[config.mk]
export PLATFORM = sky130hd
export DESIGN_NAME = fft64_frame_seq_flat
export DESIGN_NICKNAME = d
export VERILOG_FILES = /design/src/rtl/fft64_frame_seq_if.sv /design/src/rtl/fft64_frame_seq.sv /design/src/flat_wrapper.sv
export SDC_FILE = /design/constraint.sdc
export NUM_CORES = 1
export LEC_CHECK = 0
export CAP_MARGIN = 20
export CORE_MARGIN = 2
export CORE_UTILIZATION = 42
export DETAILED_ROUTE_END_ITERATION = 16
export PLACE_DENSITY = 0.88
export SLEW_MARGIN = 40
export SYNTH_ARGS = -nofsm -noshare
export SYNTH_HDL_FRONTEND = slang
export SYNTH_SLANG_ARGS = --single-unit
[constraint.sdc]
create_clock -name CLK -period 3.7 [get_ports CLK]
set_clock_uncertainty 0.15 [all_clocks]
set_input_delay 1.11 -clock CLK [delete_from_list [all_inputs] [get_ports CLK]]
set_output_delay 1.11 -clock CLK [all_outputs]
set_load 0.05 [all_outputs]
[src/rtl/fft64_frame_seq_if.sv]
// Signal bundle between the frame sequencer, its sample/result streams and the USFFT64_2B core.
// The slave modport is the sequencer's view; master is the surrounding environment.
interface fft64_frame_seq_if;
  logic        enable;
  logic        auto_scale;
  logic        in_valid;
  logic        in_ready;
  logic [15:0] in_re;
  logic [15:0] in_im;
  logic        out_ready;
  logic        out_valid;
  logic [18:0] out_re;
  logic [18:0] out_im;
  logic [5:0]  out_idx;
  logic        out_last;
  logic        fft_start;
  logic        fft_ed;
  logic [3:0]  fft_shift;
  logic [15:0] fft_dr;
  logic [15:0] fft_di;
  logic        fft_rdy;
  logic        fft_ovf1;
  logic        fft_ovf2;
  logic [5:0]  fft_addr;
  logic [18:0] fft_dor;
  logic [18:0] fft_doi;
  logic        frame_ovf;
  logic [15:0] frame_cnt;
  logic        err_timeout;

  modport slave (
    input  enable, auto_scale, in_valid, in_re, in_im, out_ready,
    input  fft_rdy, fft_ovf1, fft_ovf2, fft_addr, fft_dor, fft_doi,
    output in_ready, out_valid, out_re, out_im, out_idx, out_last,
    output fft_start, fft_ed, fft_shift, fft_dr, fft_di,
    output frame_ovf, frame_cnt, err_timeout
  );

  modport master (
    output enable, auto_scale, in_valid, in_re, in_im, out_ready,
    output fft_rdy, fft_ovf1, fft_ovf2, fft_addr, fft_dor, fft_doi,
    input  in_ready, out_valid, out_re, out_im, out_idx, out_last,
    input  fft_start, fft_ed, fft_shift, fft_dr, fft_di,
    input  frame_ovf, frame_cnt, err_timeout
  );
endinterface

[src/rtl/fft64_frame_seq.sv]
// Runs USFFT64_2B one frame at a time: START, 64 loaded samples, drain of 64 tagged results (combinational).
// No result storage: out_ready gates core ED, so backpressure stalls the core rather than dropping data.
module fft64_frame_seq #(
  parameter logic [3:0] SHIFT_INIT   = 4'd0,
  parameter logic [3:0] SHIFT_MAX    = 4'd15,
  parameter int         CLEAN_FRAMES = 4,
  parameter int         TIMEOUT      = 255
) (
  input logic              CLK,
  input logic              RST,
  fft64_frame_seq_if.slave bus
);

  typedef enum logic [1:0] {IDLE, START, LOAD, DRAIN} state_t;

  state_t      state_q, state_d;
  logic [5:0]  in_cnt_q, in_cnt_d;
  logic [5:0]  out_cnt_q, out_cnt_d;
  logic [7:0]  wd_cnt_q, wd_cnt_d;
  logic        out_act_q, out_act_d;
  logic        ovf_seen_q, ovf_seen_d;
  logic [3:0]  shift_q, shift_d;
  logic [7:0]  clean_cnt_q, clean_cnt_d;
  logic [15:0] frame_cnt_q, frame_cnt_d;
  logic        err_q, err_d;

  logic        start_go;
  logic        in_rdy;
  logic        ed;
  logic        start;
  logic [15:0] dr;
  logic [15:0] di;
  logic        accept;
  logic        out_vld;
  logic        last;
  logic        ovf_hit;

  always_comb begin
    start_go    = bus.enable & bus.in_valid & ~err_q;
    in_rdy      = 1'b0;
    ed          = 1'b0;
    start       = 1'b0;
    dr          = '0;
    di          = '0;
    state_d     = state_q;
    in_cnt_d    = in_cnt_q;
    out_cnt_d   = out_cnt_q;
    wd_cnt_d    = wd_cnt_q;
    out_act_d   = out_act_q;
    ovf_seen_d  = ovf_seen_q;
    shift_d     = shift_q;
    clean_cnt_d = clean_cnt_q;
    frame_cnt_d = frame_cnt_q;
    err_d       = err_q;

    case (state_q)
      START: begin
        start = 1'b1;
        ed    = 1'b1;
      end
      LOAD: begin
        in_rdy = bus.out_ready;
        ed     = bus.in_valid & bus.out_ready;
        if (ed) begin
          dr = bus.in_re;
          di = bus.in_im;
        end
      end
      DRAIN:   ed = bus.out_ready;
      default: ;
    endcase

    accept  = bus.in_valid & in_rdy;
    out_vld = ed & (bus.fft_rdy | out_act_q);
    last    = out_vld & (out_cnt_q == 6'd63);
    ovf_hit = ovf_seen_q | ((bus.fft_ovf1 | bus.fft_ovf2) & ed);

    if ((bus.fft_ovf1 | bus.fft_ovf2) & ed) ovf_seen_d = 1'b1;
    if (ed & bus.fft_rdy)                   out_act_d  = 1'b1;
    if (out_vld)                            out_cnt_d  = out_cnt_q + 6'd1;

    case (state_q)
      IDLE:  if (start_go) state_d = START;
      START: begin
        state_d  = LOAD;
        in_cnt_d = '0;
        wd_cnt_d = '0;
      end
      LOAD: begin
        if (accept) begin
          in_cnt_d = in_cnt_q + 6'd1;
          if (in_cnt_q == 6'd63) state_d = DRAIN;
        end
      end
      DRAIN: begin
        // Watchdog only runs while the core has not yet signalled RDY.
        if (ed & ~bus.fft_rdy & ~out_act_q) begin
          if (wd_cnt_q == 8'(TIMEOUT - 1)) begin
            err_d      = 1'b1;
            ovf_seen_d = 1'b0;
            state_d    = IDLE;
          end else begin
            wd_cnt_d = wd_cnt_q + 8'd1;
          end
        end
      end
      default: state_d = IDLE;
    endcase

    if (last) begin
      out_act_d   = 1'b0;
      ovf_seen_d  = 1'b0;
      frame_cnt_d = frame_cnt_q + 16'd1;
      state_d     = start_go ? START : IDLE;
      // SHIFT only moves between frames, so the core never sees a mid-frame change.
      if (bus.auto_scale) begin
        if (ovf_hit) begin
          shift_d     = (shift_q >= SHIFT_MAX) ? SHIFT_MAX : shift_q + 4'd1;
          clean_cnt_d = '0;
        end else if (clean_cnt_q + 8'd1 >= 8'(CLEAN_FRAMES)) begin
          shift_d     = (shift_q > SHIFT_INIT) ? shift_q - 4'd1 : SHIFT_INIT;
          clean_cnt_d = '0;
        end else begin
          clean_cnt_d = clean_cnt_q + 8'd1;
        end
      end
    end
  end

  always_ff @(posedge CLK) begin
    if (RST) begin
      state_q     <= IDLE;
      in_cnt_q    <= '0;
      out_cnt_q   <= '0;
      wd_cnt_q    <= '0;
      out_act_q   <= 1'b0;
      ovf_seen_q  <= 1'b0;
      shift_q     <= SHIFT_INIT;
      clean_cnt_q <= '0;
      frame_cnt_q <= '0;
      err_q       <= 1'b0;
    end else begin
      state_q     <= state_d;
      in_cnt_q    <= in_cnt_d;
      out_cnt_q   <= out_cnt_d;
      wd_cnt_q    <= wd_cnt_d;
      out_act_q   <= out_act_d;
      ovf_seen_q  <= ovf_seen_d;
      shift_q     <= shift_d;
      clean_cnt_q <= clean_cnt_d;
      frame_cnt_q <= frame_cnt_d;
      err_q       <= err_d;
    end
  end

  assign bus.in_ready    = in_rdy;
  assign bus.fft_start   = start;
  assign bus.fft_ed      = ed;
  assign bus.fft_shift   = shift_q;
  assign bus.fft_dr      = dr;
  assign bus.fft_di      = di;
  assign bus.out_valid   = out_vld;
  assign bus.out_re      = bus.fft_dor;
  assign bus.out_im      = bus.fft_doi;
  assign bus.out_idx     = bus.fft_addr;
  assign bus.out_last    = last;
  assign bus.frame_ovf   = last & ovf_hit;
  assign bus.frame_cnt   = frame_cnt_q;
  assign bus.err_timeout = err_q;

endmodule

[src/flat_wrapper.sv]
// flat-port wrapper written by rule: the top's interface ports become plain ports
module fft64_frame_seq_flat 
#(
  parameter logic [3:0] SHIFT_INIT   = 4'd0,
  parameter logic [3:0] SHIFT_MAX    = 4'd15,
  parameter int         CLEAN_FRAMES = 4,
  parameter int         TIMEOUT      = 255
)
  (CLK, RST, bus_enable, bus_auto_scale, bus_in_valid, bus_in_re, bus_in_im, bus_out_ready, bus_fft_rdy, bus_fft_ovf1, bus_fft_ovf2, bus_fft_addr, bus_fft_dor, bus_fft_doi, bus_in_ready, bus_out_valid, bus_out_re, bus_out_im, bus_out_idx, bus_out_last, bus_fft_start, bus_fft_ed, bus_fft_shift, bus_fft_dr, bus_fft_di, bus_frame_ovf, bus_frame_cnt, bus_err_timeout);
  fft64_frame_seq_if bus_i ();
  input logic CLK;
  input logic RST;
  input wire logic [$bits(bus_i.enable)-1:0] bus_enable;
  input wire logic [$bits(bus_i.auto_scale)-1:0] bus_auto_scale;
  input wire logic [$bits(bus_i.in_valid)-1:0] bus_in_valid;
  input wire logic [$bits(bus_i.in_re)-1:0] bus_in_re;
  input wire logic [$bits(bus_i.in_im)-1:0] bus_in_im;
  input wire logic [$bits(bus_i.out_ready)-1:0] bus_out_ready;
  input wire logic [$bits(bus_i.fft_rdy)-1:0] bus_fft_rdy;
  input wire logic [$bits(bus_i.fft_ovf1)-1:0] bus_fft_ovf1;
  input wire logic [$bits(bus_i.fft_ovf2)-1:0] bus_fft_ovf2;
  input wire logic [$bits(bus_i.fft_addr)-1:0] bus_fft_addr;
  input wire logic [$bits(bus_i.fft_dor)-1:0] bus_fft_dor;
  input wire logic [$bits(bus_i.fft_doi)-1:0] bus_fft_doi;
  output wire logic [$bits(bus_i.in_ready)-1:0] bus_in_ready;
  output wire logic [$bits(bus_i.out_valid)-1:0] bus_out_valid;
  output wire logic [$bits(bus_i.out_re)-1:0] bus_out_re;
  output wire logic [$bits(bus_i.out_im)-1:0] bus_out_im;
  output wire logic [$bits(bus_i.out_idx)-1:0] bus_out_idx;
  output wire logic [$bits(bus_i.out_last)-1:0] bus_out_last;
  output wire logic [$bits(bus_i.fft_start)-1:0] bus_fft_start;
  output wire logic [$bits(bus_i.fft_ed)-1:0] bus_fft_ed;
  output wire logic [$bits(bus_i.fft_shift)-1:0] bus_fft_shift;
  output wire logic [$bits(bus_i.fft_dr)-1:0] bus_fft_dr;
  output wire logic [$bits(bus_i.fft_di)-1:0] bus_fft_di;
  output wire logic [$bits(bus_i.frame_ovf)-1:0] bus_frame_ovf;
  output wire logic [$bits(bus_i.frame_cnt)-1:0] bus_frame_cnt;
  output wire logic [$bits(bus_i.err_timeout)-1:0] bus_err_timeout;
  assign bus_i.enable = bus_enable;
  assign bus_i.auto_scale = bus_auto_scale;
  assign bus_i.in_valid = bus_in_valid;
  assign bus_i.in_re = bus_in_re;
  assign bus_i.in_im = bus_in_im;
  assign bus_i.out_ready = bus_out_ready;
  assign bus_i.fft_rdy = bus_fft_rdy;
  assign bus_i.fft_ovf1 = bus_fft_ovf1;
  assign bus_i.fft_ovf2 = bus_fft_ovf2;
  assign bus_i.fft_addr = bus_fft_addr;
  assign bus_i.fft_dor = bus_fft_dor;
  assign bus_i.fft_doi = bus_fft_doi;
  assign bus_in_ready = bus_i.in_ready;
  assign bus_out_valid = bus_i.out_valid;
  assign bus_out_re = bus_i.out_re;
  assign bus_out_im = bus_i.out_im;
  assign bus_out_idx = bus_i.out_idx;
  assign bus_out_last = bus_i.out_last;
  assign bus_fft_start = bus_i.fft_start;
  assign bus_fft_ed = bus_i.fft_ed;
  assign bus_fft_shift = bus_i.fft_shift;
  assign bus_fft_dr = bus_i.fft_dr;
  assign bus_fft_di = bus_i.fft_di;
  assign bus_frame_ovf = bus_i.frame_ovf;
  assign bus_frame_cnt = bus_i.frame_cnt;
  assign bus_err_timeout = bus_i.err_timeout;
  fft64_frame_seq #(.SHIFT_INIT(SHIFT_INIT), .SHIFT_MAX(SHIFT_MAX), .CLEAN_FRAMES(CLEAN_FRAMES), .TIMEOUT(TIMEOUT)) u_core (.CLK(CLK), .RST(RST), .bus(bus_i));
endmodule
# Word level (Yosys, flattened, before mapping)
# Cells that the tools add are included.
word_totals:
  reg_bits: 53
  inputBits: 85
  out_inout_bits: 103
  elab_cells: 92
op_classes:
  addsub: 7
  magnitude_cmp: 3
  eq_ne: 14
  muxes: 30
  bitwise: 17
  n_reduce_logical: 11
ops:
  columns: ["op", "count"]
  rows:
  - ["two-way mux 16 bit", 4]
  - ["two-way mux 8 bit", 4]
  - ["adder 16 x 1 -> 16 bit (second input constant)", 1]
  - ["adder 8 x 1 -> 8 bit (second input constant)", 2]
  - ["two-way mux 4 bit", 4]
  - ["case mux 8 bit (2 select lines)", 1]
  - ["!= test 3 x 1 -> 1 bit (second input constant)", 5]
  - ["adder 6 x 1 -> 6 bit (second input constant)", 2]
  - ["equality test 6 bit (second input constant)", 2]
  - ["two-way mux 2 bit", 6]
  - ["case mux 6 bit (2 select lines)", 1]
  - ["bitwise AND 1 bit", 11]
  - ["AND reduction 3 bit", 3]
  - ["equality test 8 bit (second input constant)", 1]
  - [">= comparator 8 x 3 -> 1 bit (second input constant)", 1]
  - ["case mux 2 bit (4 select lines)", 1]
  - ["two-way mux 1 bit", 7]
  - ["two-way mux 6 bit", 1]
  - ["nonzero test 2 bit", 3]
  - ["AND reduction 5 bit", 1]
  - ["adder 4 x 1 -> 4 bit (second input constant)", 1]
  - ["equality test 2 bit (second input constant)", 2]
  - [">= comparator 4 bit (second input constant)", 1]
  - ["greater-than comparator 4 x 1 -> 1 bit (second input constant)", 1]
  - ["10 further kinds", 16]

# Depth between registers and ports, before layout
depth:
  depth_word: 7
  ltp_mapped: 9
  depth_no_buf: 8

# Least setup slack after synthesis
# No wires, ideal clock.
synth_timing:
  kind: "input-to-output"
  start: "in bus_fft_ovf2"
  end: "out bus_frame_ovf"
  arrival_time_ns: 2.357
  t_required_ns: 2.440
  setup_slack_ns: 0.083
  stages: 4
  n_path_buf: 1
  cell_sequence: "o211ai_1 > o221a_2 > clkbuf_1 > nor2_1"
synth_between:
  elab_chain_cells: 4
synth_lines:
  columns: ["item", "line", "source"]
  rows:
  - ["start: declaration", "flat_wrapper.sv:21", "input wire logic [$bits(bus_i.fft_ovf2)-1:0] bus_fft_ovf2;"]
  - ["bitwise OR 1 bit", "fft64_frame_seq.sv:76", "ovf_hit = ovf_seen_q | ((bus.fft_ovf1 | bus.fft_ovf2) & ed);"]
  - ["bitwise AND 1 bit", "fft64_frame_seq.sv:76", null]
  - ["bitwise OR 1 bit", "fft64_frame_seq.sv:76", null]
  - ["bitwise AND 1 bit", "fft64_frame_seq.sv:167", "assign bus.frame_ovf = last & ovf_hit;"]
  - ["end: declaration", "flat_wrapper.sv:36", "output wire logic [$bits(bus_i.frame_ovf)-1:0] bus_frame_ovf;"]
# Every way passes these cells.

# Worst setup path after layout
# Ends and elaborated chain as after synthesis.

==> run_results.csv <==
group,metric,value,unit
timing,finalSetupViolations,0,
clocking,ctsHoldBuffers,0,
global_route,grt_max_degree,35,
final_layout,areaGrowthSynthToFinish,39.8,%
floorplanning,fp.dieH,93.1,µm
clocking,clockRootBuffer,"clkbuf_8",
yosys,synth_top_area_share,31.8,%
drt,route.vias.total,3104,
yosys,netlist_instances,406,
drt,drt_iter0_markers,142,
drt,viasPerCell,5.44,
final_layout,fill_cells,659,
final_layout,diodes,0,
timing,hold_viol_final,0,
setup_path,start_kind,"primary input",
clocking,cts_made_buffers,5,
drt,drt_wl_total,8990,µm
pwr,p_total,1.70,mW
placed_design,dp_hpwl,7200,µm
global_route,grt_pass1_vias,3025,
floorplanning,rows,32,
yosys,syn_nets,503,
drt,drcViolationCount,0,
final_layout,final_cell_count_no_fill,571,
setup_path,reg2regPathDepth,9,
pwr,ir_drop,0.000266,V
yosys,synth_compound_area_share,13.7,%
drt,wl_per_cell,15.7,µm
timing,fin_crit_sh,98.4,%
yosys,synth_cell_types,50,
global_route,grt_pass1_wl,14100,µm
yosys,syn_area,3330,µm²
final_layout,drive_gt1_share,14.3,%
timing,fmax,275,MHz
final_layout,post-route-util,60.6,%
placed_design,gp_congestion,0.884,
setup_path,critPathMaxFanout,2,
yosys,synth_top_family_by_area,"simple AND/OR/NAND/NOR gates",
setup_path,worstSetupPathType,"primary input to primary output",
clocking,clk_path_buf_depth,2,
placed_design,dp_cells,563,
pwr,power-per-cell-area,365,nW/µm²
hold_path,min_delay_worst_endpoint,"u_core.wd_cnt_q[5]",
setup_path,rrSetupSlack,1.07,ns
yosys,synth_fa_ha_area_share,4.51,%
yosys,synthTopCellsByCount,"dfxtp_1 (53), buf_4 (45), and2_1 (41), nor2_1 (34), nand3_1 (25)",
clocking,cts.clk_slew.worst_paths,0.08,ns
yosys,synthFlopType,"dfxtp_1",
drt,antenna_left,0,
hold_path,min_from,"u_core.wd_cnt_q[5]",
yosys,synth_top_area_cell,"dfxtp_1",
hold_path,hold_path_depth,2,
yosys,yosysWarnings,0,
yosys,syn_area_per_cell,8.21,µm²
yosys,synth-seq-cells,53,
timing,worst_slew_pin_slew,0.759,ns
flow_run,cap_violations,0,
yosys,synth-xor-area-share,4.73,%
yosys,synth-edff-count,0,
setup_path,critPathRequiredTime,2.44,ns
pwr,p_leak,1.74,nW
global_route,grt.overflow.total,0,
setup_path,cp-end-kind,"primary output",
timing,finalCriticalPeriod,3.64,ns
clocking,cts.sink_count,53,
setup_path,rr_endpoint,"u_core.bus.frame_cnt[11]",
floorplanning,die_area,8660,µm²
setup_path,cp.arrival,2.38,ns
yosys,synth-simple-area-share,30.4,%
floorplanning,fp.coreArea,7690,µm²
final_layout,nets,565,
floorplanning,start_util,43.3,%
yosys,synth_most_common_cell,"dfxtp_1",
clocking,clock_latency,0.30,ns
drt,drtPass1Iterations,5,
floorplanning,die_x,93.1,µm
placed_design,port_buffers,99,
timing,maxSlewViolCount,0,
global_route,grt_usage,20.1,%
run_status,outcome,"finished clean",
global_route,antenna_found_initial,0,
timing,rsz0062_at_grt,"no",
floorplanning,ios,188,
timing,slew_headroom,49.3,%
hold_path,hold_path_class,"flop to flop",
setup_path,regToRegStartpoint,"u_core.state_q[1]",
clocking,cts_tree,"done",
clocking,cts-htree-levels,2,
yosys,synthTopCellsByArea,"dfxtp_1 (32%), buf_4 (10%), and2_1 (7.7%)",
yosys,ys_seq_area_share,31.8,%
yosys,postSynth.asyncResetShare,0,%
yosys,synth_mux_area_share,1.73,%
cell usage in the layout, fill, tap and decap left out, types with 8 or more instances in the layout:
cell / synthesis / routed
o21ai_0: 11 / 11
a21oi_1: 24 / 24
or3_1: 11 / 11
buf_12: 0 / 38
clkdlybuf4s50_1: 0 / 61
and3_1: 9 / 9
ha_1: 12 / 12
and2_1: 41 / 40
o31ai_1: 8 / 8
nand3_1: 25 / 25
nand4_1: 13 / 13
xor2_1: 12 / 12
inv_1: 13 / 13
nand2b_1: 8 / 8
dfxtp_1: 53 / 53
buf_4: 45 / 10
nand2_1: 18 / 18
nor2_1: 34 / 33
stage by stage:
| stage | setup TNS, ns | hold WS [ns] | instance area [µm²] | setup slack (ns) |
|---|---|---|---|---|
| 3_5_place_dp | -0.00346 | 0.317 | 4530 | -0.00346 |
| 6_report | 0 | 0.338 | 4660 | 0.0595 |
| 5_1_grt | 0 | 0.356 | 4660 | 0.0245 |
| 2_1_floorplan | 0 | 0.295 | 3330 | 0.0834 |
| 3_3_place_gp | 0 | 0.311 | 4530 | 0.0474 |
| 4_1_cts | 0 | 0.337 | 4650 | 0.0364 |
logic make-up after synthesis:
family / count (synthesis)
AO/OA/AOI/OAI: 69
XOR/XNOR: 18
adder cells (fa/ha/maj): 12
buffers and inverters: 69
flip-flops: 53
multiplexers: 5
AND/OR/NAND/NOR: 180
flip-flops by register name (all words and copies together) (netlist names), 2 cells and up:
register              flops
u_core.clean_cnt_q        8
u_core.state_q            2
u_core.in_cnt_q           6
u_core.out_cnt_q          6
u_core.bus.fft_shift      4
u_core.bus.frame_cnt     16
u_core.wd_cnt_q           8
repair_timing:
action,CTS,global route
gates resized for setup,1,3
setup buffers,0,0
endpoints found under the setup margin,1,20
worst max-delay path by stage:
stage | end | cells after the start | startpoint | slack (ns)
finish | bus_frame_ovf | 5 | bus_fft_ovf2 | 0.06
global route | bus_frame_ovf | 5 | bus_fft_ovf2 | 0.02
CTS | bus_fft_di[8] | 5 | bus_out_ready | 0.04
detailed placement | bus_frame_ovf | 7 | bus_out_ready | -0.003
global placement | bus_frame_ovf | 7 | bus_out_ready | 0.05
floorplan | bus_frame_ovf | 4 | bus_fft_ovf2 | 0.08
report_power, final:
part	leakage (nW)	internal, mW	switching [mW]
Clock	0.0585	0.221	0.181
Combinational	1.26	0.304	0.378
Sequential	0.427	0.591	0.0266
per-layer routing:
metal	track usage [%]	up-vias	share of wire (%)
li1	-	1510	-
met1	21.4	1437	38
met2	37.9	143	52
met3	5.00	14	7.4
met4	7.23	0	2.3
met5	0	-	0
worst max-delay path, stage by stage:
cell and delay, ns:
clkdlybuf4s50_1 0.54, o211ai_1 0.14, o221a_2 0.30, nor2_2 0.14, buf_12 0.15
area by class of cell:
type                    instances  area, µm²  share of cell area, %
clock buffers                   7       86.3                   1.85
clock inverters                 1       30.0                  0.644
inverters                      14       55.1                   1.18
multi-input cells             284       1840                   39.5
flip-flops and latches         53       1060                   22.8
well taps                     102        128                   2.74
repair buffers                110       1460                   31.3
(Power assumes the default switching activity.)
